File: config.mk
export PLATFORM = sky130hd
export DESIGN_NAME = csa_stream_accumulator
export DESIGN_NICKNAME = d
export VERILOG_FILES = /design/src/rtl/csa_stream_accumulator.sv
export SDC_FILE = /design/constraint.sdc
export NUM_CORES = 1
export LEC_CHECK = 0
export BUFFER_PORTS_ARGS = -buffer_cell sky130_fd_sc_hd__buf_4
export CORE_MARGIN = 3
export CORE_UTILIZATION = 40
export CTS_CLUSTER_SIZE = 40
export DETAILED_ROUTE_END_ITERATION = 16
export GPL_TIMING_DRIVEN = 0
export MAX_ROUTING_LAYER = met4
export PLACE_DENSITY_LB_ADDON = 0.3
export REMOVE_ABC_BUFFERS = 1
export SLEW_MARGIN = 20
export SYNTH_ARGS = -nofsm -noshare
export SYNTH_HDL_FRONTEND = slang
export SYNTH_SLANG_ARGS = --single-unit
File: constraint.sdc
create_clock -name clk -period 4.3 [get_ports clk]
set_clock_uncertainty 0.05 [all_clocks]
set_input_delay 0.86 -clock clk [delete_from_list [all_inputs] [get_ports clk]]
set_output_delay 0.86 -clock clk [all_outputs]
set_load 0.02 [all_outputs]
File: src/rtl/csa_stream_accumulator.sv
// csa_stream_accumulator: carry-save accumulator that feeds a WIDTH-bit final adder.
// Each accepted beat performs one 3:2 compression, so no carry chain is needed per beat.
// At packet end the redundant pair {out_a, out_b} and out_cin (always 0) are registered.
// Optional feature macro: CSA_ACC_SUB_EN adds the in_sub port for per-beat subtraction.
module csa_stream_accumulator #(
  parameter int WIDTH = 32,
  parameter int CNT_W = 8
) (
  input  logic             clk,
  input  logic             rst_n,
  input  logic             in_valid,
  output logic             in_ready,
  input  logic [WIDTH-1:0] in_data,
  input  logic             in_last,
`ifdef CSA_ACC_SUB_EN
  input  logic             in_sub,
`endif
  output logic             out_valid,
  input  logic             out_ready,
  output logic [WIDTH-1:0] out_a,
  output logic [WIDTH-1:0] out_b,
  output logic             out_cin,
  output logic [CNT_W-1:0] out_count
);

  typedef enum logic {IDLE = 1'b0, ACCUM = 1'b1} state_t;

  state_t           state;
  logic [WIDTH-1:0] acc_s;
  logic [WIDTH-1:0] acc_c;
  logic [CNT_W-1:0] cnt;

  logic             beat;
  logic             sub_bit;
  logic [WIDTH-1:0] x;
  logic [WIDTH-1:0] base_s;
  logic [WIDTH-1:0] base_c;
  logic [CNT_W-1:0] base_cnt;
  logic [WIDTH-1:0] s_next;
  logic [WIDTH-1:0] maj;
  logic [WIDTH-1:0] c_next;
  logic [CNT_W-1:0] cnt_next;

`ifdef CSA_ACC_SUB_EN
  assign sub_bit = in_sub;
`else
  assign sub_bit = 1'b0;
`endif

  // A new beat is taken whenever the output register is free or being emptied now.
  assign in_ready = !out_valid || out_ready;
  assign beat     = in_valid && in_ready;
  assign out_cin  = 1'b0;

  // One 3:2 compression per beat; subtraction inverts the operand and puts
  // the +1 into the otherwise-unused carry LSB.
  always_comb begin
    base_s   = (state == IDLE) ? '0 : acc_s;
    base_c   = (state == IDLE) ? '0 : acc_c;
    base_cnt = (state == IDLE) ? '0 : cnt;
    x        = in_data ^ {WIDTH{sub_bit}};
    s_next   = base_s ^ base_c ^ x;
    maj      = (base_s & base_c) | (base_s & x) | (base_c & x);
    c_next   = {maj[WIDTH-2:0], sub_bit};
    cnt_next = (base_cnt == {CNT_W{1'b1}}) ? base_cnt : base_cnt + 1'b1;
  end

  // Accumulator and packet FSM: hold a partial packet, clear on the last beat.
  always_ff @(posedge clk or negedge rst_n) begin
    if (!rst_n) begin
      state <= IDLE;
      acc_s <= '0;
      acc_c <= '0;
      cnt   <= '0;
    end else if (beat) begin
      if (in_last) begin
        state <= IDLE;
        acc_s <= '0;
        acc_c <= '0;
        cnt   <= '0;
      end else begin
        state <= ACCUM;
        acc_s <= s_next;
        acc_c <= c_next;
        cnt   <= cnt_next;
      end
    end
  end

  // Output register: loads on a last beat, otherwise drains on handshake.
  always_ff @(posedge clk or negedge rst_n) begin
    if (!rst_n) begin
      out_valid <= 1'b0;
      out_a     <= '0;
      out_b     <= '0;
      out_count <= '0;
    end else if (beat && in_last) begin
      out_valid <= 1'b1;
      out_a     <= s_next;
      out_b     <= c_next;
      out_count <= cnt_next;
    end else if (out_valid && out_ready) begin
      out_valid <= 1'b0;
    end
  end

endmodule

==> impl_metrics.ini, run 1 <==
[status]
status = complete, no violations

[placement]
place_hpwl_um = 9050
placed_cell_area_um2 = 7570
gp_congestion = 0.817
port-buffer-count = 109
pre_cts_slack_ps = 1350
dpl.cell_count = 944

[setup_path]
path_cells = buf_4, nand2b_1, buf_4
rr_startpoint = state$_DFFE_PN0N_
critPathKind = primary input to primary output
rrSetupSlack_ps = 2270
path_buf_inv = 2
cp.required_ps = 3390
arrival_ps = 1590
slowest_delay_ps = 350
cpMostUsedCell = buf_4
crit_family = buffers and inverters
rr_worst_depth = 4
cp_slowest_cell = nand2b_1
r2r-end = acc_s[19]$_DFFE_PN0N_
worst_setup_path_start_kind = primary input
worstSetupEndpointType = primary output
worstPathMaxFanout = 8

[route]
viasPerCell = 5.03
wl_um = 14000
firstDrtPassIters = 4
first_iter_violations = 334
postRouteAntennaNets = 0
dr_total_vias = 4907
wire_per_inst_um = 14.4
drcViolationCount = 0

[timing]
period_share_pct = 58.3
period_needed_ps = 2500
finalSetupViolations = 0
fmax_mhz = 399
hold_viol_final = 0
rsz0062_at_grt = false
worst_pin_slew_ps = 740
setup_ws_ps = 1800
max_slew_margin_pct = 50.7
slew_viol_final = 0

[floorplanning]
fp.dieW_um = 134
num_io_pins = 112
fp.dieH_um = 134
fp.dieArea_um2 = 18100
num_rows = 46
coreArea_um2 = 16000
start_util_pct = 41.2

[yosys]
synthFlopType = dfrtp_1
yosysTopAreaCell = dfrtp_1
synthesis.area_um2 = 6600
synth-async-reset-ratio_pct = 100
yosysMostFrequentCell = nand2_1
yosysTopAreaCellShare_pct = 54.6
synth-edff-count = 0
ys_ff_latch = 144
synth.top_cells.by_count = 209 x nand2_1, 144 x dfrtp_1, 73 x o21ai_0
synth.lib_cells_used.distinct = 38
synth.area.top_cells = dfrtp_1 55%, nand2_1 12%, fa_1 9.1%
syn_avg_cell_area_um2 = 9.92
syn_inst = 665
seq_area_frac_synth_pct = 54.6
yosys_warnings = 0

[clocking]
cts_made_buffers = 17
clkTransAtPathRegs_ps = 60
postCtsSetupBuffers = 0
cts_resized = 0
clkLatencyLatePin_ps = 420
clockRootBuffer = clkbuf_16
tritoncts = yes
htree_levels = 4
cts_buffer_depth = 2
cts_sinks = 144
ctsHoldBuffers = 0

[cells_and_area]
fin_area_um2 = 8190
final_util_pct = 51.2
stdcell_count = 976
fillers = 1476
area_growth_syn_to_layout_pct = 24.2
diodes = 0
final_net_count = 815
layout-drive-gt1-share_pct = 20.5

[global_routing]
grt_overflow = 0
grt_pass1_wl_um = 24400
grtUsageMet3_pct = 3.86
grt_pass1_vias = 5036
grt_util_all_layers_pct = 17.1
use_met1_pct = 22.3
antenna_found_initial = 0
top_usage_layer = met2
grt_use_met2_pct = 26.3
grt_max_degree = 135

[pwr]
leakagePower_nw = 3.73
worst_ir_drop_vdd_uv = 259
p_total_mw = 3.83
power.density_nw_per_um2 = 467

[min_path]
hold_class = primary input to asynchronous set/reset pin

[flow_run]
drv_cap = 0
-- logic make-up after synthesis --
kind of cell	count (synthesis)	synth area share, %
DFF	144	54.6
xor gates and xnor gates	1	0.133
adders and majority gates	31	9.29
buffers and inverters	83	5.31
muxes	1	0.152
AOI/OAI and AO/OA	158	14.9
other	1	0.0568
and+or+nand+nor	246	15.5
-- power breakdown --
group,internal [mW],switching [mW],total [mW]
sequential,1.51,0.109,1.62
combinational,0.267,0.404,0.672
clock,0.961,0.576,1.54
-- stage by stage --
| stage | setup TNS [ps] | hold WS [ps] |
|---|---|---|
| global route | 0 | 365 |
| finish | 0 | 347 |
| floorplan | 0 | 381 |
| CTS | 0 | 358 |
| detailed placement | 0 | 413 |
| global placement | -20490 | 394 |
-- how the worst max path moves through the flow --
stage,from,to,slack (ps),cells after the start
after floorplan,out_ready,cnt[7]$_DFFE_PN0N_,470,4
after global placement,out_ready,cnt[7]$_DFFE_PN0N_,-360,5
after detailed placement,in_last,out_count[2]$_DFFE_PN0P_,1350,5
after CTS,in_last,out_count[2]$_DFFE_PN0P_,1800,5
after global routing,in_last,out_count[2]$_DFFE_PN0P_,1650,5
final,out_ready,in_ready,1800,3
-- cell usage in the layout, fill, tap and decap left out, types with 5 or more instances in the layout --
master	n
o31ai_1	60
a21oi_1	12
o21ai_0	73
nor2_1	8
fa_1	30
nand3_1	5
and2_1	6
clkbuf_16	17
inv_1	33
buf_4	108
nand2_1	208
dfrtp_1	143
-- flip-flops by register name, summed over array words and instances (netlist names) --
name / count
out_valid: 1
acc_c: 31
state: 1
out_b: 31
out_a: 32
acc_s: 32
cnt: 8
out_count: 8
-- area by class of cell --
type | instances | area (um2) | area share [%]
inverter | 33 | 124 | 1.51
sequential | 144 | 3610 | 44.0
multi-input combinational | 439 | 2670 | 32.6
timing repair buffer | 112 | 901 | 11.0
clock inverter | 12 | 155 | 1.89
tap | 216 | 270 | 3.30
clock buffer | 20 | 467 | 5.70
-- per-layer routing --
layer / wire, um / share of wire [%] / vias up
li1: - / - / 2376
met4: 240 / 1.7 / 0
met1: 6400 / 46 / 2388
met5: 0 / 0 / -
met2: 6720 / 48 / 124
met3: 666 / 4.7 / 19
-- worst reg2reg max path, delay by kind of cell (launching register included) --
family	cells	cell delay [ps]
compound gates	1	300
fa+ha+maj	1	490
buf+inv	1	270
flops	1	680
simple gates	1	120
(Power assumes the default switching activity.)
==> run 2, diff against run 1 <==
==> constraint.sdc (replaced) <==
create_clock -name clk -period 2.3 [get_ports clk]
set_clock_uncertainty 0.05 [all_clocks]
set_input_delay 0.46 -clock clk [delete_from_list [all_inputs] [get_ports clk]]
set_output_delay 0.46 -clock clk [all_outputs]
set_load 0.02 [all_outputs]
==> run 2 against run 1 <==
First-iteration DRC count rose by 1.8%. Register-to-register slack got worse by 2000 ps. Highest routed layer unchanged. Setup slack got worse by 1500 ps.
==> impl_metrics.ini, run 2 (synthesized netlist as in run 1, its figures left out) <==
[pwr]
leakagePower_nw = 3.74
cellInternalPower_mw = 5.13
power_frac_comb_pct = 17.6
p_sw_share_pct = 28.4
p_sw_mw = 2.03
power.density_nw_per_um2 = 873
clockPowerShare_pct = 40.1
pwr-share-seq_pct = 42.3
worst_ir_drop_vdd_uv = 486

[route]
dr_total_vias = 4893
wl_um = 14000
first_iter_violations = 340
wire_per_inst_um = 14.3
firstDrtPassIters = 5
viasPerCell = 5.01
drcViolationCount = 0
postRouteAntennaNets = 0

[floorplanning]
fp.dieW_um = 134
num_io_pins = 112
num_rows = 46
start_util_pct = 41.2
fp.dieH_um = 134
coreArea_um2 = 16000
fp.dieArea_um2 = 18100

[cells_and_area]
top_regs = acc_s x32, out_a x32
diodes = 0
final_cell_mix = 208 x nand2_1, 143 x dfrtp_1, 108 x buf_4
final_common_cell = nand2_1
multi_input_area_um2 = 2670
layout-drive-gt1-share_pct = 20.5
regArea_um2 = 3610
final_net_count = 816
area_growth_syn_to_layout_pct = 24.3
fillers = 1475

[global_routing]
grt_overflow = 0
grt_util_all_layers_pct = 17.1
grt_pass1_wl_um = 24400
grt_pass1_vias = 5036
antenna_found_initial = 0
grt_max_degree = 135

[setup_path]
path_cells = buf_12, nand2_1, fa_1, o31ai_1
worstSetupEndpointType = flop
worstPathMaxFanout = 40
worst_setup_path_start_kind = flop
slowest_delay_ps = 680
arrival_ps = 2280
critPathKind = flop to flop
cp.required_ps = 2550
cp_slowest_cell = dfrtp_4

[timing]
whs_ps = 340
slew_viol_final = 0
max_slew_margin_pct = 50.1
rsz0062_at_grt = false
finalSetupViolations = 0
fmax_mhz = 492
period_share_pct = 88.4
hold_viol_final = 0
period_needed_ps = 2030
setup_tns_ps = 0
worst_pin_slew_ps = 749

[clocking]
cts_made_buffers = 17
htree_levels = 4
clockRootBuffer = clkbuf_16
ctsHoldBuffers = 1
clkTransAtPathRegs_ps = 60
clkLatencyLatePin_ps = 420
postCtsSetupBuffers = 0
cts_resized = 0
tritoncts = yes
cts_sinks = 144
cts_buffer_depth = 2

[flow_run]
drv_cap = 0

[min_path]
hold_class = primary input to flop

[status]
status = complete, no violations

[placement]
gp_congestion = 0.817
port-buffer-count = 109
place_hpwl_um = 9050
## run 2: changes by cell type in the layout (fill, tap and decap cells not counted), sizes merged
| cell | change |
|---|---|
| dlygate4sd3 | +1 |
## run 2: layer usage
| metal | global-route usage (%) | wire length, um | vias to the layer above | part of all wire [%] |
|---|---|---|---|---|
| met1 | 22.3 | 6410 | 2375 | 46 |
| li1 | - | - | 2382 | - |
| met2 | 26.3 | 6740 | 113 | 48 |
| met3 | 3.83 | 628 | 23 | 4.5 |
| met5 | - | 0 | - | 0 |
| met4 | 6.73 | 221 | 0 | 1.6 |
## run 2: final timing paths
| kind | start | end | slack, ps | cells past startpoint |
|---|---|---|---|---|
| max | state$_DFFE_PN0N_ | acc_s[19]$_DFFE_PN0N_ | 270 | 4 |
| min reg2reg | out_count[3]$_DFFE_PN0P_ | out_count[3]$_DFFE_PN0P_ | 420 | 2 |
| max reg2reg | state$_DFFE_PN0N_ | acc_s[19]$_DFFE_PN0N_ | 270 | 4 |
| min in group asynchronous | rst_n | acc_s[17]$_DFFE_PN0N_ | 550 | 2 |
| min | in_data[0] | out_a[0]$_DFFE_PN0P_ | 340 | 4 |
| max in group asynchronous | rst_n | cnt[5]$_DFFE_PN0N_ | 910 | 3 |
## run 2: stage by stage
stage               cells  worst slack [ps]  area (um2)  util (%)  power (mW)
global placement      941             -1960        7460      46.6        4.28
floorplan             616             -1130        6370         -        3.73
finish                977               267        8200      51.3        7.16
detailed placement    944              -254        7570      47.3        4.35
CTS                   977               200        8200      51.3        7.27
global route          977              45.5        8200      51.3        7.54
## run 2: worst max-delay path: cells and delay by family, from the launching register on
family | cells | cell delay, ps
adder cells (fa/ha/maj) | 1 | 490
AO/OA/AOI/OAI | 1 | 310
AND/OR/NAND/NOR | 1 | 100
buffers and inverters | 1 | 270
flip-flops | 1 | 680
## run 2: power by group through the flow
stage | Sequential (mW) | Clock (mW) | Combinational, mW
floorplan | 3.27 | 0 | 0.454
global placement | 3.09 | 0 | 1.20
detailed placement | 3.08 | 0 | 1.28
CTS | 3.03 | 2.95 | 1.28
global route | 3.08 | 3.06 | 1.40
finish | 3.03 | 2.87 | 1.26
## run 2: final cells by class
| type | count | share of cell area (%) |
|---|---|---|
| flip-flops and latches | 144 | 44.0 |
| multi-input cells | 439 | 32.5 |
| repair buffers | 113 | 11.1 |
| clock buffers | 20 | 5.69 |
| well taps | 216 | 3.29 |
| clock inverters | 12 | 1.89 |
| inverters | 33 | 1.51 |
==> run 3, diff against run 2 <==
--- a/config.mk
+++ b/config.mk
@@ -6,8 +6,9 @@
 export NUM_CORES = 1
 export LEC_CHECK = 0
 export BUFFER_PORTS_ARGS = -buffer_cell sky130_fd_sc_hd__buf_4
-export CORE_MARGIN = 3
+export CORE_MARGIN = 2
 export CORE_UTILIZATION = 40
+export CTS_BUF_LIST = sky130_fd_sc_hd__clkbuf_4 sky130_fd_sc_hd__clkbuf_8
 export CTS_CLUSTER_SIZE = 40
 export DETAILED_ROUTE_END_ITERATION = 16
 export GPL_TIMING_DRIVEN = 0
==> run 3 against run 2 <==
Sequential cell count unchanged. Clock power fell by 30%. Sequential power about the same. Critical path type unchanged. Highest routed layer unchanged. Largest power group unchanged. Sequential share of layout area is 1.3 points higher.
==> impl_metrics.ini, run 3 (synthesized netlist as in run 1, its figures left out) <==
[cells_and_area]
diodes = 0
stdcell_count = 977
fillers = 1518
final_net_count = 816
area_growth_syn_to_layout_pct = 20.8
final_util_pct = 49.8
layout-drive-gt1-share_pct = 20.5
top_regs = acc_s x32, out_a x32
multi_input_area_um2 = 2670
regArea_um2 = 3610
final_cell_mix = 208 x nand2_1, 143 x dfrtp_1, 108 x buf_4
final_common_cell = nand2_1

[setup_path]
worstSetupEndpointType = flop
arrival_ps = 2410
worst_setup_path_start_kind = flop
worstPathMaxFanout = 75
critPathKind = flop to flop
cp.required_ps = 2590

[pwr]
worst_ir_drop_vdd_uv = 350
leakagePower_nw = 3.64
power.density_nw_per_um2 = 789

[timing]
fmax_mhz = 471
finalSetupViolations = 0
worst_pin_slew_ps = 790
slew_viol_final = 0
period_share_pct = 92.3
period_needed_ps = 2120
max_slew_margin_pct = 47.3
hold_viol_final = 0
rsz0062_at_grt = false

[clocking]
htree_levels = 4
cts_buffer_depth = 2
cts_sinks = 144
tritoncts = yes
cts_made_buffers = 17
cts_resized = 0
clkLatencyLatePin_ps = 440
clkTransAtPathRegs_ps = 80
clockRootBuffer = clkbuf_8
postCtsSetupBuffers = 0

[min_path]
hold_class = primary input to flop

[route]
dr_total_vias = 4872
wire_per_inst_um = 14.1
firstDrtPassIters = 4
wl_um = 13700
viasPerCell = 4.99
drcViolationCount = 0
postRouteAntennaNets = 0
first_iter_violations = 313

[global_routing]
grt_use_met2_pct = 28.2
grt_util_all_layers_pct = 17.4
antenna_found_initial = 0
grt_max_degree = 135
use_met1_pct = 21.2
grt_pass1_wl_um = 24000
grt_overflow = 0
grtUsageMet3_pct = 4.64
top_usage_layer = met2
grt_pass1_vias = 5019

[floorplanning]
num_io_pins = 112
fp.dieArea_um2 = 17500
coreArea_um2 = 16000
fp.dieH_um = 132
num_rows = 46
start_util_pct = 41.2
fp.dieW_um = 132

[placement]
port-buffer-count = 109
dpl.cell_count = 944
place_hpwl_um = 8880
gp_congestion = 0.787

[status]
status = complete, no violations

[flow_run]
drv_cap = 0
run 3: cell types whose count changed in the layout (fill, tap and decap cells not counted):
cell | previous run | this run
buf_12 | 1 | 2
buf_16 | 2 | 1
bufinv_16 | 3 | 2
clkbuf_16 | 17 | 0
clkbuf_4 | 0 | 3
clkbuf_8 | 3 | 19
clkinv_2 | 3 | 4
inv_6 | 2 | 0
run 3: critical path, stage by stage, from the launching register on:
cell and delay (ps):
dfrtp_1 380, nand2b_1 390, nand2_4 540, buf_12 390, o31ai_1 240
run 3: cell type report:
class,instances,share of cell area (%)
clock inverter,10,1.41
tap,216,3.39
sequential,144,45.3
multi-input combinational,439,33.5
clock buffer,22,3.56
inverter,33,1.55
timing repair buffer,113,11.3
run 3: repair_timing:
action,in CTS,in global routing
hold endpoints to repair,68,0
hold buffers,1,0
setup endpoints to repair,0,0
run 3: final timing paths:
check,startpoint,endpoint,slack (ps),cells after the start
worst min-delay path,in_data[31],out_a[31]$_DFFE_PN0P_,300,3
worst max-delay path,out_valid$_DFFE_PN0P_,acc_s[15]$_DFFE_PN0N_,180,4
worst max register to register,out_valid$_DFFE_PN0P_,acc_s[15]$_DFFE_PN0N_,180,4
max in group asynchronous,rst_n,acc_s[16]$_DFFE_PN0N_,960,3
min in group asynchronous,rst_n,out_count[1]$_DFFE_PN0P_,490,2
worst min register to register,acc_c[1]$_DFFE_PN0N_,acc_c[1]$_DFFE_PN0N_,430,2
run 3: metrics by stage:
step / hold WS [ps] / area [um2] / total power [mW] / setup TNS (ps) / setup WS, ps
final: 300 / 7970 / 6.29 / 0 / 178
after global routing: 286 / 7970 / 6.65 / 0 / 21.9
after CTS: 264 / 7970 / 6.40 / 0 / 145
after detailed placement: 409 / 7560 / 4.35 / -5880 / -216
after global placement: 394 / 7460 / 4.28 / -205880 / -2010
after floorplan: 114 / 6370 / 3.73 / -72560 / -1130
run 3: report_power, final:
group / switching [mW] / internal [mW] / total, mW
clock network: 0.959 / 1.05 / 2.01
registers: 0.193 / 2.82 / 3.02
logic: 0.762 / 0.499 / 1.26
total: 1.91 / 4.37 / 6.29
run 3: per-layer routing:
metal	part of all wire, %	wire length (um)	vias up
met2	49	6690	126
met4	1.6	214	0
met3	5.3	730	18
met1	44	6090	2361
met5	0	0	-
li1	-	-	2367
